===== config.mk =====
export PLATFORM = sky130hd
export DESIGN_NAME = chunked_serial_adder
export DESIGN_NICKNAME = d
export VERILOG_FILES = /design/src/rtl/adder_pkg.sv /design/src/rtl/chunk_adder.sv /design/src/rtl/full_adder.sv /design/src/rtl/chunked_serial_adder.sv
export SDC_FILE = /design/constraint.sdc
export NUM_CORES = 1
export LEC_CHECK = 0
export BUFFER_PORTS_ARGS = -buffer_cell sky130_fd_sc_hd__buf_2
export CAP_MARGIN = 20
export CELL_PAD_IN_SITES_DETAIL_PLACEMENT = 1
export CELL_PAD_IN_SITES_GLOBAL_PLACEMENT = 1
export CORE_MARGIN = 1
export CORE_UTILIZATION = 42
export DETAILED_ROUTE_END_ITERATION = 6
export PLACE_DENSITY_LB_ADDON = 0.2
export SYNTH_ARGS = -nofsm -noshare
export SYNTH_HDL_FRONTEND = slang
export SYNTH_SLANG_ARGS = --single-unit

===== constraint.sdc =====
create_clock -name clk -period 6.7 [get_ports clk]
set_input_delay 0.67 -clock clk [delete_from_list [all_inputs] [get_ports clk]]
set_output_delay 0.67 -clock clk [all_outputs]
set_load 0.005 [all_outputs]

===== src/rtl/adder_pkg.sv =====
// Shared types and helpers for the chunked serial adder.
//   state_e   : controller states (idle, running chunks, result held)
//   idx_width : width of a chunk index, at least one bit
package adder_pkg;

    typedef enum logic [1:0] {
        StIdle = 2'd0,
        StRun  = 2'd1,
        StDone = 2'd2
    } state_e;

    function automatic int unsigned idx_width(input int unsigned n);
        return (n <= 1) ? 1 : $clog2(n);
    endfunction

endpackage


===== src/rtl/chunk_adder.sv =====
// Combinational CHUNK-bit ripple-carry adder built from full_adder cells.
//   a, b : CHUNK-bit operands
//   ci   : carry in
//   s    : CHUNK-bit sum
//   co   : carry out of the top bit
module chunk_adder #(
    parameter int unsigned CHUNK = 8
) (
    input  logic [CHUNK-1:0] a,
    input  logic [CHUNK-1:0] b,
    input  logic             ci,
    output logic [CHUNK-1:0] s,
    output logic             co
);

    logic [CHUNK:0] c;

    assign c[0] = ci;

    for (genvar i = 0; i < CHUNK; i++) begin : g_bit
        full_adder u_fa (
            .a  (a[i]),
            .b  (b[i]),
            .ci (c[i]),
            .s  (s[i]),
            .co (c[i+1])
        );
    end

    assign co = c[CHUNK];

endmodule


===== src/rtl/full_adder.sv =====
// One-bit full adder cell.
//   a, b : operand bits
//   ci   : carry in
//   s    : sum bit
//   co   : carry out
module full_adder (
    input  logic a,
    input  logic b,
    input  logic ci,
    output logic s,
    output logic co
);

    assign s  = a ^ b ^ ci;
    assign co = (a & b) | (ci & (a ^ b));

endmodule


===== src/rtl/chunked_serial_adder.sv =====
// Multi-cycle adder: sum = a + b + cin over WIDTH bits, CHUNK bits per clock,
// carry held in a register between chunks. Valid/ready on input and output.
//   clk, rst             : clock, synchronous active-high reset
//   in_valid / in_ready  : operand handshake (a, b, cin sampled on accept)
//   out_valid / out_ready: result handshake (sum, cout held while waiting)
//   busy                 : chunks being computed
module chunked_serial_adder
    import adder_pkg::*;
#(
    parameter int unsigned WIDTH = 32,
    parameter int unsigned CHUNK = 8
) (
    input  logic             clk,
    input  logic             rst,
    input  logic             in_valid,
    output logic             in_ready,
    input  logic [WIDTH-1:0] a,
    input  logic [WIDTH-1:0] b,
    input  logic             cin,
    output logic             out_valid,
    input  logic             out_ready,
    output logic [WIDTH-1:0] sum,
    output logic             cout,
    output logic             busy
);

    localparam int unsigned NCHUNK = WIDTH / CHUNK;
    localparam int unsigned IW     = idx_width(NCHUNK);

    if (CHUNK < 1 || CHUNK > WIDTH) begin : g_chunk_range_check
        $error("CHUNK must lie in 1..WIDTH");
    end
    if (WIDTH % CHUNK != 0) begin : g_width_multiple_check
        $error("WIDTH must be a multiple of CHUNK");
    end

    state_e           state_q, state_d;
    logic [WIDTH-1:0] a_q, a_d;
    logic [WIDTH-1:0] b_q, b_d;
    logic [WIDTH-1:0] sum_q, sum_d;
    logic             carry_q, carry_d;
    logic             cout_q, cout_d;
    logic [IW-1:0]    idx_q, idx_d;

    logic [CHUNK-1:0] a_chunk, b_chunk, s_chunk;
    logic             c_chunk;

    // Operand slice selection by chunk index.
    always_comb begin
        a_chunk = '0;
        b_chunk = '0;
        for (int i = 0; i < NCHUNK; i++) begin
            if (idx_q == IW'(i)) begin
                a_chunk = a_q[i*CHUNK +: CHUNK];
                b_chunk = b_q[i*CHUNK +: CHUNK];
            end
        end
    end

    chunk_adder #(
        .CHUNK (CHUNK)
    ) u_chunk_adder (
        .a  (a_chunk),
        .b  (b_chunk),
        .ci (carry_q),
        .s  (s_chunk),
        .co (c_chunk)
    );

    always_comb begin
        state_d = state_q;
        a_d     = a_q;
        b_d     = b_q;
        sum_d   = sum_q;
        carry_d = carry_q;
        cout_d  = cout_q;
        idx_d   = idx_q;
        unique case (state_q)
            StIdle: begin
                if (in_valid) begin
                    a_d     = a;
                    b_d     = b;
                    carry_d = cin;
                    idx_d   = '0;
                    state_d = StRun;
                end
            end
            StRun: begin
                for (int i = 0; i < NCHUNK; i++) begin
                    if (idx_q == IW'(i)) begin
                        sum_d[i*CHUNK +: CHUNK] = s_chunk;
                    end
                end
                carry_d = c_chunk;
                idx_d   = idx_q + IW'(1);
                if (idx_q == IW'(NCHUNK - 1)) begin
                    cout_d  = c_chunk;
                    idx_d   = '0;
                    state_d = StDone;
                end
            end
            StDone: begin
                if (out_ready) begin
                    state_d = StIdle;
                end
            end
            default: state_d = StIdle;
        endcase
    end

    always_ff @(posedge clk) begin
        if (rst) begin
            state_q <= StIdle;
            a_q     <= '0;
            b_q     <= '0;
            sum_q   <= '0;
            carry_q <= 1'b0;
            cout_q  <= 1'b0;
            idx_q   <= '0;
        end else begin
            state_q <= state_d;
            a_q     <= a_d;
            b_q     <= b_d;
            sum_q   <= sum_d;
            carry_q <= carry_d;
            cout_q  <= cout_d;
            idx_q   <= idx_d;
        end
    end

    assign in_ready  = (state_q == StIdle);
    assign busy      = (state_q == StRun);
    assign out_valid = (state_q == StDone);
    assign sum       = sum_q;
    assign cout      = cout_q;

endmodule


==> flow_metrics.py <==
metrics = {
    "status": {
        "status": "complete, no violations",
    },
    "logic_synthesis": {
        "synthDistinctLibCells": 30,
        "syn_inst": 518,
        "syn-num-nets": 599,
        "synth_edf_count": 0,
        "async_flop_share_pct": 0,
        "syn_avg_cell_area_sq_um": 8.41,
        "synth-main-ff-cell": "dfxtp_1",
        "ys_seq_area_share_pct": 46.9,
        "synth_seq_cells": 102,
        "yosysWarnings": 0,
        "synth_area_sq_mm": 0.00436,
    },
    "timing": {
        "fin_ws_ps": 1740,
        "period_needed_ps": 4960,
        "finalClockSkew_ps": 23.1,
        "worstMarginPinSlew_ps": 1130,
        "max_slew_margin_pct": 24.4,
        "setup_viol": 0,
        "clock.fmax_mhz": 201,
        "maxSlewViolCount": 0,
        "fin_crit_sh_pct": 74.1,
        "hold_violations": 0,
        "rsz0062_at_grt": "no",
        "tns_ps": 0,
    },
    "routing": {
        "antenna_left": 0,
        "viasPerCell": 5.12,
        "num_vias": 3734,
        "routedWlPerCell_um": 15.7,
        "dr.pass1.iters": 4,
        "drcViolationCount": 0,
        "drt-total-wl_mm": 11.5,
        "initialDrtViolationCount": 127,
    },
    "power_and_ir_drop": {
        "share_seq_of_total_power_pct": 54.3,
        "combPwrFrac_pct": 15.2,
        "p_int_w": 0.000856,
        "ir_drop_mv": 0.107,
        "p_leak_nw": 2.03,
        "netSwitchingPower_w": 0.000362,
        "pwr_density_cell_mw_per_mm2": 242,
        "power.share.clock_pct": 30.5,
        "report.power.total_w": 0.00122,
        "sw_frac_of_total_pct": 29.7,
    },
    "cts": {
        "postCtsSetupBuffers": 0,
        "cts_hold_buf": 0,
        "cts_root_buf": "clkbuf_8",
        "cts.clk_slew.worst_paths_ps": 110,
        "cts_tree": "done",
        "clock_path_buffers": 2,
        "clock_sinks": 102,
        "htreeDepth": 3,
        "cts-resized-gates": 0,
        "clock_latency_ps": 380,
        "cts_buffers": 9,
    },
    "critical_path": {
        "required_ps": 6930,
        "crit_top_cell": "fa_1",
        "cp-start-kind": "register",
        "endpoint_kind": "register",
        "critPathArrivalTime_ps": 5190,
        "critPathMaxFanout": 18,
        "crit_type": "reg2reg",
        "worst_path_max_delay_cell": "fa_1",
        "r2r_cells": 18,
        "path_cells": "inv_1, ha_1, nor2b_1, buf_4, a221oi_1, o31ai_1, fa_1, fa_1, fa_1, inv_1, fa_1, fa_1, fa_1, fa_1, inv_1, fa_1, mux2i_1, nor2_1",
        "slowest_delay_ps": 470,
    },
    "finish": {
        "syn_to_final_growth_pct": 15.7,
        "nNetsFinal": 673,
        "final_cell_mix": "137 x nand2_1, 103 x buf_2, 102 x dfxtp_1, 71 x a21oi_1, 31 x nor2_1",
        "n_antenna_cell": 0,
        "drive_gt1_share_pct": 24.6,
        "final_common_cell": "nand2_1",
    },
    "floorplanning": {
        "die_w_um": 104,
        "initial_core_util_pct": 44.0,
        "die_h_um": 104,
        "die-area_sq_mm": 0.0108,
        "ios": 105,
        "rows": 36,
        "coreArea_sq_mm": 0.00991,
    },
    "hold_path": {
        "hold_class": "reg2reg",
        "hold_path_depth": 2,
    },
    "global_route": {
        "grt_max_degree": 103,
        "grt_overflow_total": 0,
        "grt_pass1_wl_mm": 19.3,
        "antenna_found_initial": 0,
        "grt_use_total_pct": 22.4,
        "grt_pass1_vias": 3829,
    },
    "placed_design": {
        "gp_congestion": 0.772,
        "portBuffers": 104,
        "hpwl_mm": 8.24,
        "post-place-ws_ps": 1190,
    },
    "run": {
        "drv_cap": 0,
    },
}
==> final cells by class <==
class	instances	area [sq um]
well taps	133	166
clock inverters	7	61.3
fillers	1258	4870
flip-flops and latches	102	2040
repair buffers	109	561
inverters	14	52.6
clock buffers	9	124
multi-input cells	356	2030
==> flip-flops by register name, indices dropped and copies added (netlist names) <==
register  count
a_q          32
carry_q       1
idx_q         2
b_q          32
sum          32
state_q       2
cout          1
==> power by group through the flow <==
stage / combinational (W) / sequential, W / clock, W
2_1_floorplan: 0.000128 / 0.000667 / 0
3_3_place_gp: 0.000179 / 0.000674 / 0
3_5_place_dp: 0.000186 / 0.000675 / 0
4_1_cts: 0.000187 / 0.000661 / 0.000382
5_1_grt: 0.000208 / 0.000665 / 0.000405
6_report: 0.000186 / 0.000661 / 0.000372
==> synthesized netlist by cell type, types with 2 or more instances <==
library cell | number | area, sq um
inv_1 | 14 | 52.6
buf_6 | 5 | 56.3
nand2_1 | 137 | 514
ha_1 | 4 | 50.1
clkbuf_1 | 24 | 90.1
o31ai_1 | 8 | 60.1
a21oi_2 | 10 | 87.6
and3b_1 | 4 | 35.0
nand2_2 | 10 | 62.6
a221o_1 | 8 | 80.1
buf_2 | 15 | 75.1
nor2_1 | 31 | 116
dfxtp_1 | 102 | 2040
a22oi_1 | 8 | 60.1
nor2b_1 | 11 | 68.8
a211oi_1 | 16 | 120
a221oi_1 | 8 | 70.1
mux2i_1 | 12 | 120
nand2b_1 | 2 | 12.5
fa_1 | 8 | 160
o21ai_0 | 2 | 10.0
a21oi_1 | 71 | 355
==> cells by family (layout without fill, tap and decap cells) <==
group,Yosys count,after routing,synth area share [%]
mux,12,12,2.76
flops,102,102,46.9
compound gates,132,132,19.6
fa+ha+maj,12,12,4.82
simple gates,200,200,19.4
buf+inv,60,139,6.57
==> routing by layer <==
layer	vias to the layer above	wire length (um)	share of wire (%)	track usage [%]
li1	1873	-	-	-
met5	-	0	0	0
met2	75	5300	46	36.6
met1	1774	5690	50	30.8
met3	12	337	2.9	2.94
met4	0	129	1.1	6.73
==> worst max-delay path: cells and delay by family (launching register included) <==
kind / cells / cell delay, ps
mux: 1 / 190
compound gates: 2 / 440
simple gates: 2 / 300
fa+ha+maj: 9 / 3050
flops: 1 / 390
buf+inv: 4 / 460
==> per-stage QoR <==
| stage | instance area [sq um] | hold WS (ps) | util, % | std cells |
|---|---|---|---|---|
| after floorplan | 4360 | 436 | - | 518 |
| final | 5040 | 463 | 50.9 | 730 |
| after global routing | 5040 | 480 | 50.9 | 730 |
| after detailed placement | 4850 | 451 | 48.9 | 713 |
| after global placement | 4850 | 444 | 48.9 | 713 |
| after CTS | 5030 | 465 | 50.8 | 729 |
==> worst paths after layout <==
| kind | slack [ps] | start | endpoint |
|---|---|---|---|
| max reg2reg | 1740 | idx_q[1] | sum[7] |
| min | 460 | b_q[22] | b_q[22] |
| max | 1740 | idx_q[1] | sum[7] |
| min reg2reg | 460 | b_q[22] | b_q[22] |
Power figures use the tool's default switching activity.
